$ cat src/rtl/proc_pkg.sv
// Shared encodings for the simple processor: opcodes, bus selects, ALU ops, sequencer states.
// State set grows by a HALT state when PROC_CTRL_ILLEGAL_TRAP_EN is defined.
package proc_pkg;

  localparam logic [2:0] OP_MV  = 3'b000;
  localparam logic [2:0] OP_MVT = 3'b001;
  localparam logic [2:0] OP_ADD = 3'b010;
  localparam logic [2:0] OP_SUB = 3'b011;
  localparam logic [2:0] OP_AND = 3'b110;

  localparam logic [3:0] SEL_IMM = 4'd8;
  localparam logic [3:0] SEL_G   = 4'd9;

  localparam logic [1:0] ALU_ADD = 2'b00;
  localparam logic [1:0] ALU_SUB = 2'b01;
  localparam logic [1:0] ALU_AND = 2'b10;

  typedef enum logic [1:0] {
    CLS_MV,
    CLS_MVT,
    CLS_ALU,
    CLS_ILL
  } op_class_t;

`ifdef PROC_CTRL_ILLEGAL_TRAP_EN
  typedef enum logic [2:0] {
    ST_T0,
    ST_T1,
    ST_T2,
    ST_T3,
    ST_HALT
  } state_t;
`else
  typedef enum logic [1:0] {
    ST_T0,
    ST_T1,
    ST_T2,
    ST_T3
  } state_t;
`endif

endpackage

$ cat src/rtl/proc_ctrl_decode.sv
// Combinational instruction decode: splits the IR word into opcode class, register fields,
// immediate flag and ALU operation.
module proc_ctrl_decode
  import proc_pkg::*;
#(
  parameter int IR_W = 16
) (
  input  logic [IR_W-1:0] ir,
  output op_class_t       op_class,
  output logic [7:0]      rx_onehot,
  output logic [2:0]      rx,
  output logic [2:0]      ry,
  output logic            imm,
  output logic [1:0]      alu_op
);

  logic [2:0] opcode;
  logic       unused_ir;

  assign opcode    = ir[IR_W-1 -: 3];
  assign imm       = ir[IR_W-4];
  assign rx        = ir[IR_W-5 -: 3];
  assign ry        = ir[2:0];
  // Middle bits carry the MVT immediate, consumed by the bus mux, not here.
  assign unused_ir = ^ir[IR_W-8:3];

  always_comb begin
    op_class = CLS_ILL;
    alu_op   = ALU_ADD;
    case (opcode)
      OP_MV:  op_class = CLS_MV;
      OP_MVT: op_class = CLS_MVT;
      OP_ADD: begin
        op_class = CLS_ALU;
        alu_op   = ALU_ADD;
      end
      OP_SUB: begin
        op_class = CLS_ALU;
        alu_op   = ALU_SUB;
      end
      OP_AND: begin
        op_class = CLS_ALU;
        alu_op   = ALU_AND;
      end
      default: ;
    endcase
  end

  always_comb begin
    rx_onehot     = '0;
    rx_onehot[rx] = 1'b1;
  end

endmodule

$ cat src/rtl/proc_ctrl_fsm.sv
// T0..T3 control sequencer for the 16-bit simple processor; outputs are combinational from state and ir.
// Optional illegal-opcode trap (HALT state, 'illegal' port) enabled by PROC_CTRL_ILLEGAL_TRAP_EN.
module proc_ctrl_fsm
  import proc_pkg::*;
#(
  parameter int IR_W  = 16,
  parameter int SEL_W = 4
) (
  input  logic             clk,
  input  logic             rst,
  input  logic             run,
  input  logic [IR_W-1:0]  ir,
  output logic             ir_in,
  output logic [7:0]       r_in,
  output logic             a_in,
  output logic             g_in,
  output logic [1:0]       alu_op,
  output logic [SEL_W-1:0] sel,
  output logic             done
`ifdef PROC_CTRL_ILLEGAL_TRAP_EN
  ,
  output logic             illegal
`endif
);

  state_t    state;
  state_t    state_next;
  op_class_t op_class;
  logic [7:0] rx_onehot;
  logic [2:0] rx;
  logic [2:0] ry;
  logic       imm;
  logic [1:0] dec_alu_op;
  logic [SEL_W-1:0] operand_sel;

  proc_ctrl_decode #(
    .IR_W(IR_W)
  ) u_decode (
    .ir       (ir),
    .op_class (op_class),
    .rx_onehot(rx_onehot),
    .rx       (rx),
    .ry       (ry),
    .imm      (imm),
    .alu_op   (dec_alu_op)
  );

  assign operand_sel = imm ? SEL_W'(SEL_IMM) : SEL_W'(ry);

  always_ff @(posedge clk) begin
    if (rst) state <= ST_T0;
    else     state <= state_next;
  end

  always_comb begin
    state_next = state;
    ir_in      = 1'b0;
    r_in       = '0;
    a_in       = 1'b0;
    g_in       = 1'b0;
    alu_op     = ALU_ADD;
    sel        = '0;
    done       = 1'b0;
`ifdef PROC_CTRL_ILLEGAL_TRAP_EN
    illegal    = 1'b0;
`endif
    // Reset masks every output so no pulse escapes from an abandoned instruction.
    if (!rst) begin
      case (state)
        ST_T0: begin
          ir_in = run;
          if (run) state_next = ST_T1;
        end
        ST_T1: begin
          case (op_class)
            CLS_MV: begin
              sel        = operand_sel;
              r_in       = rx_onehot;
              done       = 1'b1;
              state_next = ST_T0;
            end
            CLS_MVT: begin
              sel        = SEL_W'(SEL_IMM);
              r_in       = rx_onehot;
              done       = 1'b1;
              state_next = ST_T0;
            end
            CLS_ALU: begin
              sel        = SEL_W'(rx);
              a_in       = 1'b1;
              state_next = ST_T2;
            end
            default: begin
`ifdef PROC_CTRL_ILLEGAL_TRAP_EN
              state_next = ST_HALT;
`else
              done       = 1'b1;
              state_next = ST_T0;
`endif
            end
          endcase
        end
        ST_T2: begin
          sel        = operand_sel;
          g_in       = 1'b1;
          alu_op     = dec_alu_op;
          state_next = ST_T3;
        end
        ST_T3: begin
          sel        = SEL_W'(SEL_G);
          r_in       = rx_onehot;
          done       = 1'b1;
          state_next = ST_T0;
        end
`ifdef PROC_CTRL_ILLEGAL_TRAP_EN
        ST_HALT: begin
          illegal    = 1'b1;
          state_next = ST_HALT;
        end
`endif
        default: state_next = ST_T0;
      endcase
    end
  end

endmodule
$ cat config.mk
export PLATFORM = sky130hd
export DESIGN_NAME = proc_ctrl_fsm
export DESIGN_NICKNAME = d
export VERILOG_FILES = /design/src/rtl/proc_pkg.sv /design/src/rtl/proc_ctrl_decode.sv /design/src/rtl/proc_ctrl_fsm.sv
export SDC_FILE = /design/constraint.sdc
export NUM_CORES = 1
export LEC_CHECK = 0
export ABC_AREA = 1
export BUFFER_PORTS_ARGS = -buffer_cell sky130_fd_sc_hd__buf_4
export CELL_PAD_IN_SITES_DETAIL_PLACEMENT = 0
export CELL_PAD_IN_SITES_GLOBAL_PLACEMENT = 1
export CORE_AREA = 2 2 47 49
export CTS_CLUSTER_DIAMETER = 40
export DETAILED_ROUTE_END_ITERATION = 10
export DIE_AREA = 0 0 49 51
export PLACE_DENSITY_LB_ADDON = 0.1
export SYNTH_ARGS = -nofsm -noshare
export SYNTH_HDL_FRONTEND = slang
export SYNTH_SLANG_ARGS = --single-unit
$ cat constraint.sdc
create_clock -name clk -period 1.1 [get_ports clk]
set_input_delay 0.165 -clock clk [delete_from_list [all_inputs] [get_ports clk]]
set_output_delay 0.165 -clock clk [all_outputs]
set_load 0.02 [all_outputs]
==> impl_results.md <==
* Mux cell area share after synthesis at 0%
* GRT Residual Overflow at 0
* Final Max Slew Viols at 0
* Simple-gate share of the synthesized area at 56.79%
* Maximum Capacitance Violations at 0
* Period utilization at 122.8%
* Die span in y at between 50 and 60 µm
* Initial Util at about 17%
* Post-route core utilization at a little under two fifths
* CTS tree: yes
* Post-route ant nets at 0
* Critical path's slowest cell: dfxtp_2
* CP bufs+invs at 2
* DR iter-0 viols at 6
* Num ports at 37
* Post-synth ARST share at 0%
* Syn Nets at 89
* Top FF cell, synth: dfxtp_1
* Internal at between 200 and 300 µW
* Final Skew at between 1 and 1.5 ps
* CP Capture Type: primary output
* Share of cells above drive strength 1 at between 50% and 60%
* Critical Path Source: state[0]
* Final net count at roughly 130
* Routed len/inst at 8.929 µm
* Seq cells post-synth at 2
* Placer Congestion at about 0.68
* Root buffer selected by CTS: clkbuf_4
* Switching Share at about a third
* Clk pin slew, worst setup/hold paths at roughly 30 ps
* RSZ-0062 raised after global routing: yes
* Seq/Total Area, Yosys at between 10% and 20%
* Run status: finished, violations left
* Switch Pwr at around 140 µW
* Max VDD drop at roughly 520 µV
* Crit path DAT at approximately 1200 ps
* Dpl hpwl at roughly 1100 µm
* Kind of critical path: flop to primary output
* Die Area at approximately 0.0025 mm²
* Final WL at 1259 µm
* Failing checks: setup timing
* Most frequent CP cell: nand2_2
* Crit-path max FO at 6
* Combinational share of power at between 40% and 50%
* Top Family by Delay on Critical Path: simple AND/OR/NAND/NOR gates
* Clk buf depth at 2
* Distinct cell type count after synthesis at 17
* Post-Synth Adder-Cell Area at 0%
* Drc violations at 0
* IO Port Bufs at 30
* Netlist Area Pre-Place at around 360 µm²
* Worst Hold Class: primary input to flop
* Largest net degree at the start of global routing at 7
* CTS Sinks at 2
* Part of the power in registers at approximately 19%
* # diodes at 0
* Vias in the first global route at approximately 540
* FMAX at around 740 MHz
* CTS Buf Count at 3
* Post-synth top area share at 18.82%
* Drt first pass iters at 4
* Core area at between 0.002 and 0.0025 mm²
* Setup TNS at -3528 ps
* Post-synth EDFFs at 0
* Finished Layout Cells at roughly 140
* Required @ worst endpoint at between 900 and 1000 ps
* GRT Overall Usage at roughly a tenth
* Fin area at 787.0 µm²
* Slew HR at about three quarters
* Setup Viol. Count Final at 18
* Worst-Margin Slew at approximately 370 ps
* PnR worst setup slack at -250.7 ps
* Critical Path, Cell by Cell: inv_2 > nor2_4 > nand2_2 > a21oi_2 > nand2_1 > nand2_2 > buf_6
* Yosys Warn Count at 0
* Final hold vios at 0
* H-tree lvl count at 1
* Synthesized area per cell at around 5 µm²
* Cell with the most instances after synthesis: nand2_1
* Final Power at approximately 420 µW
* Cells after Synth at 70
* First-pass GRT wire length at slightly above 2000 µm
* Area Growth Syn to Fin at 119.2%
* Dominant cell type by area after synthesis: nand2_1
* Clk network pwr share at between 30% and 40%
* Hold_sp: run
* Placed insts at ~140
* Complex-gate fraction of the synthesized area at between 10% and 20%
* Row count at 17
* Nature of the critical path startpoint: flop
* Cell Pwr Density at 537.0 mW/mm²
* Initial antenna violation count at 0
* Tmin final at around 1400 ps
* Post-Synth XOR/XNOR Area at 0%
* Top cells by area, synth: nand2_1 19%, nor2_1 14%, inv_1 13%
* Post-Place Cell Area at slightly above 700 µm²
* Vias/cell at a little over 4
* Synth cell count leaders: 18 x nand2_1, 13 x nor2_1, 12 x inv_1
* Largest family of logic cells by synthesized area: simple AND/OR/NAND/NOR gates
* Worst-Skew Late Latency at roughly 220 ps
* Via count at approximately 580
* Leak Pwr at roughly 0.00042 µW
* Hold_buf cts at 0
* Die W at between 40 and 50 µm
* Worst path max stage delay at about 320 ps
==> per-stage QoR <==
stage                     hold WS, ps  setup WS, ps
final                           238.8        -250.7
after global routing            246.7        -359.4
after CTS                       234.5        -298.4
after detailed placement        454.1        -95.53
after global placement          451.2        -95.06
after floorplan                 252.7        -39.76
==> power by group through the flow <==
stage	combinational, µW	clock (µW)	sequential (µW)
3_5_place_dp	173	0	81.8
5_1_grt	204	174	82.1
6_report	186	155	81.5
2_1_floorplan	77.5	0	81.7
4_1_cts	187	166	81.4
3_3_place_gp	173	0	82.0
==> kinds of logic after synthesis <==
group / Yosys count
AND/OR/NAND/NOR: 45
buffers and inverters: 14
AO/OA/AOI/OAI: 9
flip-flops: 2
==> worst register-to-register path, delay by kind of cell (launching register included) <==
kind                   cells  cell delay, ps
AOI/OAI and AO/OA          1              90
DFF                        1             360
buffers and inverters      4             450
and+or+nand+nor            1              70
==> repair_timing <==
item                       in CTS  in global routing
pin swaps                       5                  6
setup endpoints to repair      18                 18
gates resized for setup        12                  5
buffers inserted                1                  0
==> layer usage <==
layer	vias to the layer above	track usage [%]	routed length, µm
met2	19	21.00	653
met3	0	1.462	87
li1	313	-	-
met1	245	10.93	518
met4	0	2.857	0
met5	-	0	0
==> worst paths after layout <==
check	depth (start not counted)	endpoint	slack [ps]
setup reg to reg	6	flop	70
hold / removal	3	state[0]	240
hold reg to reg	3	state[0]	550
setup / recovery	7	sel[2]	-250
==> final cells by class <==
type,instances,area (µm²)
Tap cell,28,35.03
Inverter,14,55.05
Multi-Input combinational cell,54,310.3
Timing Repair Buffer,40,319.1
Sequential cell,2,45.04
Fill cell,230,1276
Clock buffer,3,22.52
==> layout by cell type (no fill, tap or decap), drive strengths merged <==
master  instances
a21oi           4
nand4           2
nor2           14
buf            40
nor3            2
nand3b          1
clkbuf          3
a21boi          1
inv            14
dfxtp           2
nand2          18
o21ai           4
nand3           7
nor4            1
No activity file was read; power rests on OpenSTA's default activity.
